`config.mk`:
```
export PLATFORM = sky130hd
export DESIGN_NAME = buzzer_scheduler
export DESIGN_NICKNAME = d
export VERILOG_FILES = /design/src/rtl/clock_pkg.sv /design/src/rtl/tone_gen.sv /design/src/rtl/buzzer_scheduler.sv
export SDC_FILE = /design/constraint.sdc
export NUM_CORES = 1
export LEC_CHECK = 0
export ABC_AREA = 0
export CAP_MARGIN = 20
export CORE_ASPECT_RATIO = 0.5
export CORE_MARGIN = 2
export CORE_UTILIZATION = 44
export CTS_BUF_LIST = sky130_fd_sc_hd__clkbuf_4 sky130_fd_sc_hd__clkbuf_8
export DETAILED_ROUTE_END_ITERATION = 10
export PLACE_DENSITY = 0.87
export SYNTH_ARGS = -nofsm -noshare
export SYNTH_HDL_FRONTEND = slang
export SYNTH_SLANG_ARGS = --single-unit
```
`constraint.sdc`:
```
create_clock -name clk -period 2.6 [get_ports clk]
set_clock_uncertainty 0.05 [all_clocks]
set_input_delay 0.39 -clock clk [delete_from_list [all_inputs] [get_ports clk]]
set_output_delay 0.39 -clock clk [all_outputs]
set_load 0.02 [all_outputs]
```
`src/rtl/clock_pkg.sv`:
```
// Shared types and BCD constants for the clock's buzzer scheduling logic.
package clock_pkg;

    // Enum values double as the src output encoding.
    typedef enum logic [1:0] {
        IDLE  = 2'd0,
        BEEP  = 2'd1,
        CHIME = 2'd2,
        ALARM = 2'd3
    } state_t;

    localparam logic [7:0] H59 = 8'h59;
    localparam logic [7:0] H55 = 8'h55;
    localparam logic [7:0] H00 = 8'h00;

    // Raw 8-bit compare: BCD :55..:59 are contiguous in binary as well.
    function automatic logic is_pip_sec(input logic [7:0] s);
        return (s >= H55) && (s <= H59);
    endfunction

endpackage

```
`src/rtl/tone_gen.sv`:
```
// Free-running 2-bit divider providing the 512 Hz and 256 Hz piezo tones.
module tone_gen (
    input  logic clk,
    input  logic rst,
    output logic hi,
    output logic lo
);

    logic [1:0] tcnt_reg;

    always_ff @(posedge clk) begin
        if (rst) begin
            tcnt_reg <= '0;
        end else begin
            tcnt_reg <= tcnt_reg + 2'd1;
        end
    end

    assign hi = tcnt_reg[0];
    assign lo = tcnt_reg[1];

endmodule

```
`src/rtl/buzzer_scheduler.sv`:
```
// Owns the piezo output: arbitrates alarm, hourly chime and key beep,
// and sequences tone/gating for whichever source is active.
module buzzer_scheduler
    import clock_pkg::*;
#(
    parameter int ALARM_SEC    = 20,
    parameter int BEEP_Q       = 2,
    parameter int CHIME_LONG_Q = 4
) (
    input  logic       clk,
    input  logic       rst,
    input  logic       sec_tick,
    input  logic       tick_4hz,
    input  logic [7:0] hour,
    input  logic [7:0] min,
    input  logic [7:0] sec,
    input  logic [7:0] a_hour,
    input  logic [7:0] a_min,
    input  logic       alarm_en,
    input  logic       stop,
    input  logic       key_pulse,
    input  logic       mute,
    output logic       buzz,
    output logic [1:0] src,
    output logic       busy
);

    localparam logic [5:0] ALARM_SEC_W    = 6'(ALARM_SEC);
    localparam logic [3:0] BEEP_Q_W       = 4'(BEEP_Q);
    localparam logic [3:0] CHIME_LONG_Q_W = 4'(CHIME_LONG_Q);

    state_t     state_reg, state_next;
    logic [3:0] q_reg, q_next, q_inc;
    logic [5:0] scnt_reg, scnt_next, scnt_inc;
    logic [1:0] phase_reg, phase_next;
    logic       chime_long_reg, chime_long_next;
    logic       buzz_reg, buzz_next;
    logic       busy_reg;
    logic       tone_hi, tone_lo;

    logic alarm_start, pip_start, long_start, chime_start;

    tone_gen u_tone_gen (
        .clk (clk),
        .rst (rst),
        .hi  (tone_hi),
        .lo  (tone_lo)
    );

    assign alarm_start = sec_tick & alarm_en & ~stop & (hour == a_hour)
                         & (min == a_min) & (sec == H00);
    assign pip_start   = sec_tick & (min == H59) & is_pip_sec(sec);
    assign long_start  = sec_tick & (min == H00) & (sec == H00);
    assign chime_start = pip_start | long_start;

    assign q_inc    = q_reg + 4'd1;
    assign scnt_inc = scnt_reg + 6'd1;

    // Quarter phase within the current second; saturates so a missing
    // sec_tick cannot wrap the alarm back into its audible half.
    always_comb begin
        phase_next = phase_reg;
        if (sec_tick) begin
            phase_next = 2'd0;
        end else if (tick_4hz && (phase_reg != 2'd3)) begin
            phase_next = phase_reg + 2'd1;
        end
    end

    always_comb begin
        state_next      = state_reg;
        q_next          = q_reg;
        scnt_next       = scnt_reg;
        chime_long_next = chime_long_reg;

        if (tick_4hz && (state_reg != IDLE)) begin
            q_next = q_inc;
        end
        if (sec_tick && (state_reg == ALARM)) begin
            scnt_next = scnt_inc;
        end

        case (state_reg)
            BEEP: begin
                if (tick_4hz && (q_inc == BEEP_Q_W)) begin
                    state_next = IDLE;
                end
            end
            CHIME: begin
                if (tick_4hz && (!chime_long_reg || (q_inc == CHIME_LONG_Q_W))) begin
                    state_next = IDLE;
                end
            end
            ALARM: begin
                if (stop || !alarm_en || (sec_tick && (scnt_inc == ALARM_SEC_W))) begin
                    state_next = IDLE;
                end
            end
            default: begin
                state_next = state_reg;
            end
        endcase

        // Start events override the per-state sequencing, highest priority first.
        if (alarm_start && (state_reg != ALARM)) begin
            state_next = ALARM;
            q_next     = 4'd0;
            scnt_next  = 6'd0;
        end else if (chime_start && ((state_reg == IDLE) || (state_reg == BEEP))) begin
            state_next      = CHIME;
            q_next          = 4'd0;
            chime_long_next = long_start;
        end else if (key_pulse && (state_reg == IDLE)) begin
            state_next = BEEP;
            q_next     = 4'd0;
        end
    end

    always_comb begin
        buzz_next = 1'b0;
        if (!mute) begin
            case (state_next)
                BEEP:    buzz_next = tone_hi;
                CHIME:   buzz_next = chime_long_next ? tone_hi : tone_lo;
                ALARM:   buzz_next = tone_hi & ~phase_next[1];
                default: buzz_next = 1'b0;
            endcase
        end
    end

    always_ff @(posedge clk) begin
        if (rst) begin
            state_reg      <= IDLE;
            q_reg          <= '0;
            scnt_reg       <= '0;
            phase_reg      <= '0;
            chime_long_reg <= 1'b0;
            buzz_reg       <= 1'b0;
            busy_reg       <= 1'b0;
        end else begin
            state_reg      <= state_next;
            q_reg          <= q_next;
            scnt_reg       <= scnt_next;
            phase_reg      <= phase_next;
            chime_long_reg <= chime_long_next;
            buzz_reg       <= buzz_next;
            busy_reg       <= (state_next != IDLE);
        end
    end

    assign src  = state_reg;
    assign buzz = buzz_reg;
    assign busy = busy_reg;

endmodule

```
==> impl_results.md <==
* Synth Flop Type: dfxtp_1
* Buffers on Ports at 51
* Max reg flops at 6
* Max_slew headroom at between 70 and 80%
* Avg Cell Area, Syn at 8.41 um2
* Fmax at 374 MHz
* Clock sink count at 19
* HP Class: reg2reg
* Share of cells above drive strength 1 at 13.2%
* Combinational share of power at 27.8%
* Vias at 1,407
* Core Box Area at 2680 um2
* Final Cycle Share at 103%
* Failing checks: negative setup slack
* Max-slew violations at 0
* DRT iter0 DRCs at 44
* Area Growth Syn to Fin at 60.5%
* Final setup TNS at -0.0771 ns
* Top Ports at 52
* Hpwl dp at approximately 2900 um
* Antenna viol nets, final at 0
* Starting Density at 47.6%
* Final hold vios at 0
* CTS tree: yes
* Hold buffer count at CTS at 0
* Arrival @ worst endpoint at 2.82 ns
* Leak Pwr at 0.000852 uW
* Final Worst Setup Slack at -0.0771 ns
* Clock Latency Late Sink at 0.25 ns
* Worst reg2reg path depth at 8
* First-pass GRT wire length at ~5500 um
* Top fanout value on the critical path at 4
* Yosys warns at 0
* Worst vdd ir at 314 uV
* Antenna diodes at 0
* Largest net degree at the start of global routing at 12
* Die footprint at around 3400 um2
* Int Pwr at approximately 520 uW
* Clock transition at path regs at 0.07 ns
* Cell Area, Placed at between 1500 and 2000 um2
* H-tree depth at 1
* Grt ovf at 0
* # nets final at 274
* Final wirelength at 3860 um
* Sw frac at 25.4%
* Mapped Area at ~1300 um2
* CTS Buf Count at 3
* Fill count at 158
* Global Route Usage Sum at 20.8%
* Vias in the first global route at 1,355
* Worst Tran Pin Value at 0.431 ns
* Worst setup SP type: input port
* Routed wire per std cell at 15.0 um
* NetSw at 177 uW
* Worst Path Required at 2.74 ns
* Run status: complete, but fails checks
* Final setup viols at 1
* Die Ht at 42.1 um
* Netlist cell types at 37
* Hold Crit Depth at 1
* Drt first pass iters at 4
* CTS Buffer Depth at 2
* Post-synthesis register bit count at 19
* Vias per std cell at 5.47
* Syn_nets at 205
* Initial antenna violation count at 0
* Period minus WS final at 2.68 ns
* Routability cong. at around 0.86
* Critical path capture point type: register
* Num rows at 13
* Register area share after synthesis at 29.7%
* Max-cap violation count at 0
* Ys async rst share at 0%
* Residual DRC count at 0
* Seq pwr share at 44.1%
* Horiz. Die Dim at approximately 80 um
* Final Cell Area at ~2000 um2
* Mapped Cells at between 150 and 200
* Clock root buffer: clkbuf_8
* Pwr/cell area at 340 nW/um2
* Clock power share at between 20 and 30%
* Crit Path Category: in2reg
* Post-synth EDFFs at 0
worst paths after layout:
path                                     startpoint  slack (ns)                           endpoint
setup / recovery                             sec[3]       -0.08                    buzz$_SDFF_PP0_
hold / removal    u_tone_gen.tcnt_reg[0]$_SDFF_PP0_        0.42  u_tone_gen.tcnt_reg[0]$_SDFF_PP0_
setup reg to reg                  src[1]$_SDFF_PP0_        0.33                    buzz$_SDFF_PP0_
hold reg to reg   u_tone_gen.tcnt_reg[0]$_SDFF_PP0_        0.42  u_tone_gen.tcnt_reg[0]$_SDFF_PP0_
kinds of logic (layout without fill, tap and decap cells):
family                     count (synthesis)  in the layout  share of synthesized area, %
AOI/OAI and AO/OA                         17             17                          9.49
xor gates and xnor gates                  28             28                          19.2
adders and majority gates                  5              5                          4.89
buffers and inverters                      7             75                          2.64
DFF                                       19             19                          29.7
muxes                                      3              3                          2.35
and+or+nand+nor                           73             73                          31.7
cell usage after synthesis, types with 2 or more instances:
| cell | instances | area share [%] |
|---|---|---|
| nor3b_1 | 3 | 1.8 |
| a211oi_1 | 2 | 1.2 |
| nor4_1 | 9 | 4.4 |
| inv_1 | 4 | 1.2 |
| o31ai_1 | 2 | 1.2 |
| ha_1 | 5 | 4.9 |
| a21oi_1 | 2 | 0.78 |
| nand3_1 | 5 | 2.0 |
| nor2_1 | 23 | 6.8 |
| nor2b_1 | 3 | 1.5 |
| dfxtp_1 | 19 | 30 |
| buf_4 | 2 | 1.2 |
| xor2_1 | 17 | 12 |
| o21ai_0 | 2 | 0.78 |
| nand2_1 | 11 | 3.2 |
| nor3_1 | 2 | 0.78 |
| xnor2_1 | 11 | 7.5 |
| nand4_1 | 5 | 2.4 |
| nand3b_1 | 2 | 1.2 |
| or4_1 | 3 | 1.8 |
| mux2i_1 | 3 | 2.3 |
| o21ai_1 | 2 | 0.78 |
routing by layer:
layer | part of all wire, % | up-vias | global-route usage (%)
li1 | - | 680 | -
met1 | 37 | 663 | 18.8
met2 | 51 | 54 | 44.5
met3 | 9.8 | 10 | 7.33
met4 | 1.8 | 0 | 3.39
met5 | 0 | - | 0
through the flow:
stage | total power [uW] | hold WS (ns) | cells | util, % | setup WS (ns)
2_1_floorplan | 374 | 0.386 | 152 | - | 0.212
6_report | 698 | 0.424 | 257 | 76.5 | -0.0771
3_3_place_gp | 487 | 0.404 | 251 | 71.6 | -0.305
5_1_grt | 730 | 0.455 | 257 | 76.5 | -0.252
4_1_cts | 693 | 0.432 | 256 | 74.2 | 0.0247
3_5_place_dp | 494 | 0.414 | 251 | 71.6 | -0.351
critical path, stage by stage:
cell and delay [ns]:
clkdlybuf4s50_1 0.47, nor4_4 0.31, nand2_1 0.13, buf_4 0.16
nor4_1 0.38, nand4_1 0.23, and4_1 0.24, a21oi_1 0.25
nand3_1 0.11, o21ai_1 0.14
layout by cell type (no fill, tap or decap), drive strengths merged, types with 3 or more instances in the layout:
cell            n
o21ai           4
nor2b           3
inv             4
clkdlybuf4s50  43
or4             4
nand2          11
buf            16
clkbuf          3
xor2           17
dlymetal6s2s    8
mux2i           3
nor2           23
nor4           10
xnor2          11
nand4           5
nand3           5
ha              5
nor3b           3
dfxtp          19
power by group through the flow:
stage	Clock, uW	Sequential (uW)	Combinational, uW
5_1_grt	215	309	207
3_5_place_dp	0	314	179
3_3_place_gp	0	314	174
6_report	197	308	194
4_1_cts	202	308	183
2_1_floorplan	0	316	58.1
layout make-up:
cell class / instances / area [um2] / share of cell area [%]
Multi-Input combinational cell: 126 / 913 / 44.5
Tap cell: 37 / 46.3 / 2.26
Clock inverter: 1 / 5.00 / 0.244
Sequential cell: 19 / 380 / 18.5
Timing Repair Buffer: 67 / 651 / 31.7
Clock buffer: 3 / 41.3 / 2.01
Inverter: 4 / 15.0 / 0.732
repair_timing:
action | 4_1_cts | 5_1_grt
pin swaps | 2 | 7
resized for setup | 3 | 12
setup buffers | 1 | 1
gates cloned | 0 | 0
setup endpoints to repair | 1 | 2
(Power assumes the default switching activity.)
==> RTL edit (same settings) <==
Reset style: asynchronous (`rst`), changed in 2 clocked blocks.
--- a/src/rtl/tone_gen.sv
+++ b/src/rtl/tone_gen.sv
@@ -10,3 +10,3 @@
 
-    always_ff @(posedge clk) begin
+    always_ff @(posedge clk or posedge rst) begin
         if (rst) begin
--- a/src/rtl/buzzer_scheduler.sv
+++ b/src/rtl/buzzer_scheduler.sv
@@ -130,3 +130,3 @@
 
-    always_ff @(posedge clk) begin
+    always_ff @(posedge clk or posedge rst) begin
         if (rst) begin
Function: differs if rst is asserted again (counterexample within 4 cycles, from zero or initial values and one cycle with rst high); with rst held inactive, the same outputs for 10 cycles.
==> RTL edit against the original RTL <==
Wire length increased by 2.4%; worst hold slack improved by 0.016 ns; worst setup slack improved by 0.33 ns; global-route usage increased by 2.6 points; final area increased by 0.43%; cell count increased by 0.39%; first-iteration DRC count increased by 30%; fmax increased by 14%; area after synthesis increased by 11%; total power increased by 32%; non-clock buffer count decreased by 12; die area increased by 10%; sequential cell count unchanged.
==> RTL edit: results (changes against the original RTL) <==
status=completed; Post-CTS Resized=0 (-3); hold path cells=1 (unchanged); met2 Usage GRT=0.451 (+0.00579); Nets=272 (-0.73%); TritonRoute pass-1 iters=4 (unchanged); vias=1458 (+3.6%); largest net degree at the start of global routing=20 (+8); wire per inst=15.3 µm (+2.0%); total CTS buffers=3 (unchanged); Worst Setup SP=sec[2]; Seq/Total Area, Yosys=0.335 (+0.0371); Top FF cell, synth=dfrtp_1; Peak VDD IR=0.000225 V (-28%); share of layout cells above drive strength 1=0.0734 (-0.0584); flop-to-flop setup slack=0.36 ns (+0.03 ns); Distinct cells, synth=39 (+5.4%); fillcell total=249 (+58%); Worst EP arrival=2.45 ns (-0.37 ns); Crit-path slowest cell=clkdlybuf4s50_1; met3 global-route usage=0.0429 (-0.0304); initial DRC count=57 (+30%); TNS Setup=0 ns (+0.0771 ns); H-tree Lvls=1 (unchanged); M1 WL=1.66 mm (+15%); Port Buffers=51 (unchanged); Post-synth top cells=20 x xnor2_1, 19 x dfrtp_1, 17 x nor2_1; Clock Tree Buf Depth=2 (unchanged); DR top layer=met4; worst skew pair latency=0.26 ns; Worst-Margin Slew=0.757 ns (+0.326 ns); Worst Path Max Fanout=3 (-1); met1 Usage GRT=0.265 (+0.0779); Reg2Reg Depth=8 (unchanged); Hold Path Sink=u_tone_gen.tcnt_reg[0]; Synthesized Nets=212 (+3.4%); yosys warns=0 (unchanged); vias in the first global route=1568 (+16%); total track usage=0.234 (+0.0257); pre-CTS setup slack=0.0365 ns (+0.388 ns); asr flop ratio synth=1.00 (+1.00); initial antenna violation count=0 (unchanged); Synth area leaders=dfrtp_1 33%, xnor2_1 12%, nand4_1 4.8%; Post-CTS Setup Inserts=0 (-1); Min-Delay Path Class=register to register; GP Congestion=0.852 (-1.1%); Largest delay share family, worst path=simple AND/OR/NAND/NOR gates; fmax=426 MHz (+14%); number of diodes=0 (unchanged); Leak=0.820 nW (-3.7%); DP HPWL=3.11 mm (+8.3%); Critical Path Sink Type=register; global-route wire length before repair=6.87 mm (+25%); Hold Crit Start=u_tone_gen.tcnt_reg[0]; worst r2r src=scnt_reg[0]; R2R Path End=buzz; Largest stage delay, worst path=0.48 ns; Routed met2 length=1.96 mm (-0.46%); met3 routed WL=235 µm (-38%)
RTL edit: cell types whose count changed after synthesis, sizes merged, moves of 3 or more:
cell | before | now
or4 | 4 | 0
dfxtp | 19 | 0
nor4 | 10 | 4
nor2 | 23 | 17
o21ai | 4 | 8
xor2 | 17 | 4
nand4 | 5 | 11
dfrtp | 0 | 19
nand3 | 5 | 11
xnor2 | 11 | 20
inv | 4 | 7
RTL edit: metrics by stage:
step | utilization | std cells | hold WS (ns) | power (mW) | cell area [µm²]
floorplan | - | 159 | 0.291 | 0.545 | 1420
global placement | 0.660 | 254 | 0.428 | 0.676 | 2010
detailed placement | 0.660 | 254 | 0.429 | 0.697 | 2010
CTS | 0.676 | 258 | 0.439 | 0.922 | 2060
global route | 0.676 | 258 | 0.465 | 0.977 | 2060
finish | 0.676 | 258 | 0.440 | 0.923 | 2060
RTL edit: where the power goes:
part	total, mW	switching [mW]	internal, mW
Sequential	0.383	0.0506	0.333
Clock	0.224	0.104	0.120
Combinational	0.316	0.146	0.170
RTL edit: area by class of cell:
class	count	area, µm²	share of cell area
multi-input combinational	133	920	0.446
clock buffer	4	48.8	0.0237
sequential	19	475	0.231
tap	40	50.0	0.0243
inverter	7	26.3	0.0128
timing repair buffer	55	541	0.262
RTL edit: cells by family (layout without fill, tap and decap cells):
logic type | after synthesis | after routing | synth area share
AOI/OAI and AO/OA | 26 | 26 | 0.121
xor gates and xnor gates | 24 | 24 | 0.148
adders and majority gates | 5 | 5 | 0.0440
buffers and inverters | 7 | 66 | 0.0185
DFF | 19 | 19 | 0.335
muxes | 1 | 1 | 0.00704
and+or+nand+nor | 77 | 77 | 0.327
